===== src/rtl/dist_uart_formatter_if.sv =====
// rtl/dist_uart_formatter_if.sv - measurement input and UART TX handshake bundle for dist_uart_formatter
interface dist_uart_formatter_if;
    logic [7:0] dist_data;
    logic       done;
    logic       tx_busy;
    logic       tx_start;
    logic [7:0] tx_data;
    logic       sending;
    logic       overrun;

    modport master (
        input  dist_data, done, tx_busy,
        output tx_start, tx_data, sending, overrun
    );

    modport slave (
        output dist_data, done, tx_busy,
        input  tx_start, tx_data, sending, overrun
    );
endinterface


===== src/rtl/dist_uart_formatter.sv =====
// rtl/dist_uart_formatter.sv - distance-to-ASCII frame ("DDDcm\r\n") streamer into a start/busy UART TX
module dist_uart_formatter #(
    parameter bit BLANK_ZERO  = 1'b1,
    parameter int ACK_TIMEOUT = 16
) (
    input  logic clk,
    input  logic rst,
    dist_uart_formatter_if.master bus
);
    localparam int CW = $clog2(ACK_TIMEOUT + 1);

    typedef enum logic [2:0] {IDLE, CONV, LOAD, WAIT_ACK, WAIT_DONE} state_t;

    state_t        state;
    logic [7:0]    cur;
    logic [7:0]    pend;
    logic          pend_v;
    logic [3:0]    hund;
    logic [3:0]    tens;
    logic [3:0]    ones;
    logic [2:0]    idx;
    logic [CW-1:0] tcnt;
    logic [7:0]    byte_sel;
    logic          advance;
    logic          last;
    logic          capture;

    always_comb begin
        byte_sel = 8'h00;
        case (idx)
            3'd0:    byte_sel = (BLANK_ZERO && hund == 4'd0) ? 8'h20 : {4'h3, hund};
            3'd1:    byte_sel = (BLANK_ZERO && hund == 4'd0 && tens == 4'd0) ? 8'h20 : {4'h3, tens};
            3'd2:    byte_sel = {4'h3, ones};
            3'd3:    byte_sel = 8'h63;
            3'd4:    byte_sel = 8'h6D;
            3'd5:    byte_sel = 8'h0D;
            default: byte_sel = 8'h0A;
        endcase
    end

    // A missing ack is treated exactly like a completed byte.
    assign advance = (state == WAIT_ACK && !bus.tx_busy && tcnt == CW'(ACK_TIMEOUT))
                  || (state == WAIT_DONE && !bus.tx_busy);
    assign last    = (idx == 3'd6);
    assign capture = advance && last && pend_v;

    always_ff @(posedge clk or posedge rst) begin
        if (rst) begin
            state        <= IDLE;
            cur          <= 8'h00;
            pend         <= 8'h00;
            pend_v       <= 1'b0;
            hund         <= 4'd0;
            tens         <= 4'd0;
            ones         <= 4'd0;
            idx          <= 3'd0;
            tcnt         <= '0;
            bus.tx_start <= 1'b0;
            bus.tx_data  <= 8'h00;
            bus.sending  <= 1'b0;
            bus.overrun  <= 1'b0;
        end else begin
            bus.tx_start <= 1'b0;
            bus.sending  <= (state != IDLE);

            case (state)
                IDLE: begin
                    if (bus.done) begin
                        cur   <= bus.dist_data;
                        state <= CONV;
                    end else if (pend_v) begin
                        cur    <= pend;
                        pend_v <= 1'b0;
                        state  <= CONV;
                    end
                end
                CONV: begin
                    hund        <= 4'(cur / 8'd100);
                    tens        <= 4'((cur / 8'd10) % 8'd10);
                    ones        <= 4'(cur % 8'd10);
                    idx         <= 3'd0;
                    bus.overrun <= 1'b0;
                    state       <= LOAD;
                end
                LOAD: begin
                    if (!bus.tx_busy) begin
                        bus.tx_start <= 1'b1;
                        bus.tx_data  <= byte_sel;
                        tcnt         <= CW'(1);
                        state        <= WAIT_ACK;
                    end
                end
                WAIT_ACK: begin
                    if (bus.tx_busy)
                        state <= WAIT_DONE;
                    else if (!advance)
                        tcnt <= tcnt + 1'b1;
                end
                WAIT_DONE: ;
                default: state <= IDLE;
            endcase

            if (advance) begin
                if (!last) begin
                    idx   <= idx + 3'd1;
                    state <= LOAD;
                end else if (pend_v) begin
                    cur   <= pend;
                    state <= CONV;
                end else begin
                    state <= IDLE;
                end
            end

            // A same-cycle capture frees the slot, so the newcomer is not an overrun.
            if (bus.done && state != IDLE) begin
                pend   <= bus.dist_data;
                pend_v <= 1'b1;
                if (pend_v && !capture)
                    bus.overrun <= 1'b1;
            end else if (capture) begin
                pend_v <= 1'b0;
            end
        end
    end
endmodule


===== src/flat_wrapper.sv =====
// flat-port wrapper written by rule: the top's interface ports become plain ports
module dist_uart_formatter_flat 
#(
    parameter bit BLANK_ZERO  = 1'b1,
    parameter int ACK_TIMEOUT = 16
)
  (clk, rst, bus_dist_data, bus_done, bus_tx_busy, bus_tx_start, bus_tx_data, bus_sending, bus_overrun);
  dist_uart_formatter_if bus_i ();
  input  logic clk;
  input  logic rst;
  input wire logic [$bits(bus_i.dist_data)-1:0] bus_dist_data;
  input wire logic [$bits(bus_i.done)-1:0] bus_done;
  input wire logic [$bits(bus_i.tx_busy)-1:0] bus_tx_busy;
  output wire logic [$bits(bus_i.tx_start)-1:0] bus_tx_start;
  output wire logic [$bits(bus_i.tx_data)-1:0] bus_tx_data;
  output wire logic [$bits(bus_i.sending)-1:0] bus_sending;
  output wire logic [$bits(bus_i.overrun)-1:0] bus_overrun;
  assign bus_i.dist_data = bus_dist_data;
  assign bus_i.done = bus_done;
  assign bus_i.tx_busy = bus_tx_busy;
  assign bus_tx_start = bus_i.tx_start;
  assign bus_tx_data = bus_i.tx_data;
  assign bus_sending = bus_i.sending;
  assign bus_overrun = bus_i.overrun;
  dist_uart_formatter #(.BLANK_ZERO(BLANK_ZERO), .ACK_TIMEOUT(ACK_TIMEOUT)) u_core (.clk(clk), .rst(rst), .bus(bus_i));
endmodule

===== config.mk =====
export PLATFORM = sky130hd
export DESIGN_NAME = dist_uart_formatter_flat
export DESIGN_NICKNAME = d
export VERILOG_FILES = /design/src/rtl/dist_uart_formatter_if.sv /design/src/rtl/dist_uart_formatter.sv /design/src/flat_wrapper.sv
export SDC_FILE = /design/constraint.sdc
export NUM_CORES = 1
export LEC_CHECK = 0
export ABC_CLOCK_PERIOD_IN_PS = 3200
export CORE_ASPECT_RATIO = 1.75
export CORE_MARGIN = 10
export CORE_UTILIZATION = 40
export CTS_BUF_LIST = sky130_fd_sc_hd__clkbuf_4 sky130_fd_sc_hd__clkbuf_8
export CTS_CLUSTER_DIAMETER = 60
export CTS_CLUSTER_SIZE = 40
export DETAILED_ROUTE_END_ITERATION = 8
export PLACE_DENSITY = 0.58
export SLEW_MARGIN = 5
export SYNTH_ARGS = -nofsm -noshare
export SYNTH_HDL_FRONTEND = slang
export SYNTH_SLANG_ARGS = --single-unit

===== constraint.sdc =====
create_clock -name clk -period 3.2 [get_ports clk]
set_input_delay 0.96 -clock clk [delete_from_list [all_inputs] [get_ports clk]]
set_output_delay 0.96 -clock clk [all_outputs]
set_load 0.05 [all_outputs]

==> metrics.cfg <==
[floorplanning]
io_pins=23
die_w_um=86.9
initial_core_util_pct=41.1
num_rows=42
fp.dieH_um=137
core_mm2=0.00762
dieArea_mm2=0.0119

[clock_network]
ctsHoldBuffers=0
root_buffer=clkbuf_8
numCtsBuffers=5
clock-sinks=48
cts_buffer_depth=2
path_clk_slew_ns=0.10
insertion_delay_ns=0.32
htreeDepth=2
tritoncts=done

[setup_path]
critPathMostFrequentCell=o21ai_1
max_stage_delay_ns=0.52
cp.required_ns=3.44
path_class=reg -> reg
cp_slowest_cell=or4_1
path_cells=and2b_2, nor3_1, a211oi_1, o21ai_1, buf_4, inv_2, ha_1, or4_1, o211a_1, a311oi_1, mux2_2, o21ai_1
worst_setup_path_start_kind=register
worstPathMaxFanout=6
arrival_ns=3.24
cp-end-kind=register
crit_buf_inv=2
cp_top_family=simple AND/OR/NAND/NOR gates

[power]
combPwrFrac_pct=62.3
switchingPower_uw=2030
finalPower_uw=4170
ir_drop_uv=491
pwr-share-seq_pct=28.3
cellLeakagePower_uw=0.00153
clkPwrFrac_pct=9.4
cellInternalPower_uw=2140
swShare_pct=48.7
power_density_mw_per_mm2=1170

[sta]
hold_violations=0
max_freq_mhz=333
slew_headroom_pct=58.6
final-setup-viol-count=0
tightest_slew_ns=0.620
hold_ws_ns=0.517
post-route-min-period_ns=3.00
period_share_pct=93.7
drv_slew=0
fin_skew_ns=0.0130

[global_routing]
grt_remaining_overflow=0
gr-usage-met1_pct=14.6
busiest_layer=met2
antenna_found_initial=0
grt_use_met3_pct=2.26
grt_usage_pct=13.7
grt_max_degree=49
grtUsageMet2_pct=24.9
grt_pass1_vias=2744
grt_pass1_wl_um=13200

[synthesis]
yosys.cell_types.count=64
synth_compound_area_share_pct=26.0
syn-instance-count=370
synth_mux_area_share_pct=3.36
synthXorXnorAreaFrac_pct=0.839
synthAdderAreaFrac_pct=4.32
yosysMostFrequentCell=dfrtp_1
synth_area_leaders=dfrtp_1, nand2_1, o21ai_0, a21oi_1, ha_1
synthSimpleGateAreaFrac_pct=19.9
async_reset_ff_share_pct=100
syn_area_per_cell_um2=8.46
synth_commonest_cells=dfrtp_1, nand2_1, o21ai_0
synth-edff-count=0
synth_top_area_cell=dfrtp_1
synth-seq-area-share_pct=38.4
yosys_warnings=0
synth_top_family_by_area=compound AO/OA/AOI/OAI gates
yosys_register_bits=48
syn_area_mm2=0.00313
syn_nets=392
synth_top_area_share_pct=38.4
yosys_most_used_dff=dfrtp_1

[routing]
drt_iter0_drc=137
routedWlPerCell_um=15.9
dr.pass1.iters=4
vias_per_cell=5.58
vias=2673
wl_um=7640
route.detailed.drc=0
ant_nets=0

[outcome]
outcome=finished clean

[layout]
synthToLayoutAreaGrowth_pct=13.9
ff_latch_area_mm2=0.00120
final_layout_size_suffix_gt1_share_pct=11.8
nets=412
fillerInstances=723
fin_util_pct=46.8
stdcell_count=479
multi_input_area_mm2=0.00172
diodes=0

[place]
gp_congestion=0.862
dp_cells=471
dp_hpwl_um=5830
port_buffers=21

[hold_path]
hold_path_class=reg -> reg

[run]
drv_cap=0

==> through the flow <==
| step | setup slack, ns | TNS, ns | cell area (um^2) |
|---|---|---|---|
| finish | 0.200 | 0 | 3560 |
| detailed placement | 0.154 | 0 | 3450 |
| global route | -0.000750 | -0.000750 | 3560 |
| CTS | 0.116 | 0 | 3550 |
| global placement | 0.231 | 0 | 3450 |
| floorplan | 0.174 | 0 | 3130 |
==> flip-flops by register name, indices dropped and copies added, names as in the netlist, 2 cells and up <==
| signal | flops |
|---|---|
| u_core.state | 3 |
| u_core.idx | 3 |
| u_core.cur | 8 |
| u_core.tens | 4 |
| u_core.pend | 8 |
| u_core.tcnt | 5 |
| u_core.ones | 4 |
| u_core.bus.tx_data | 7 |
| u_core.hund | 2 |
==> cells in the final DEF, fill, tap and decap left out, types with 3 or more instances in the layout <==
master            n
o22ai_1          10
buf_4            17
o21ai_1           7
clkdlybuf4s50_1  21
inv_1            24
a211oi_1          3
nand2b_1          5
a21oi_1          27
nor2b_1           6
or4_1             3
o21ai_0          32
nor2_1           30
mux2i_1           6
dfrtp_1          46
ha_1             10
or3_1             3
nand2_1          46
nor3_1            7
nand3_1           8
nor4bb_1          3
a22oi_1           5
mux2_2            4
and2_1            3
clkbuf_8          6
==> path summary, 6_finish.rpt <==
| kind | slack [ns] | startpoint | depth (start not counted) | end |
|---|---|---|---|---|
| setup reg to reg | 0.20 | u_core.cur[5]$_DFF_PP0_ | 12 | u_core.tens[2]$_DFFE_PP0P_ |
| hold / removal | 0.52 | u_core.pend[4]$_DFFE_PP0P_ | 2 | u_core.cur[4]$_DFF_PP0_ |
| setup / recovery | 0.20 | u_core.cur[5]$_DFF_PP0_ | 12 | u_core.tens[2]$_DFFE_PP0P_ |
| min in group asynchronous | 1.12 | rst | 3 | u_core.bus.tx_start$_DFF_PP0_ |
| hold reg to reg | 0.52 | u_core.pend[4]$_DFFE_PP0P_ | 2 | u_core.cur[4]$_DFF_PP0_ |
| max in group asynchronous | 1.64 | rst | 3 | u_core.cur[6]$_DFF_PP0_ |
==> timing repair <==
item                       in CTS  in global routing
setup buffers                   0                  0
gates resized for setup         0                  4
setup endpoints to repair       0                  3
==> metal layers <==
layer  vias to the layer above  wire length [um]
li1                       1359                 -
met1                      1268              3040
met2                        31              4190
met3                        15               174
met4                         0               229
met5                         -                 0
==> power by group through the flow <==
stage / sequential (uW) / combinational [uW] / clock (uW)
floorplan: 1220 / 1880 / 0
global placement: 1180 / 2570 / 0
detailed placement: 1190 / 2600 / 0
CTS: 1180 / 2610 / 403
global route: 1230 / 2920 / 422
finish: 1180 / 2590 / 392
==> worst reg2reg max path: stages (launching register included) <==
cell and delay [ns]:
dfrtp_1 0.47, and2b_2 0.26, nor3_1 0.18, a211oi_1 0.06
o21ai_1 0.15, buf_4 0.17, inv_2 0.06, ha_1 0.17
or4_1 0.52, o211a_1 0.17, a311oi_1 0.23, mux2_2 0.37
o21ai_1 0.11
==> cell type report <==
class / instances / share of cell area, %
Clock buffer: 6 / 2.32
Clock inverter: 2 / 0.386
Inverter: 26 / 2.74
Multi-Input combinational cell: 271 / 48.2
Sequential cell: 48 / 33.8
Tap cell: 88 / 3.09
Timing Repair Buffer: 38 / 9.48
==> cell families after synthesis <==
kind of cell	Yosys count
buffers and inverters	51
DFF	48
other	1
xor gates and xnor gates	3
AOI/OAI and AO/OA	119
and+or+nand+nor	127
muxes	10
adders and majority gates	11
Note: power is estimated with default switching activity, not from simulation.
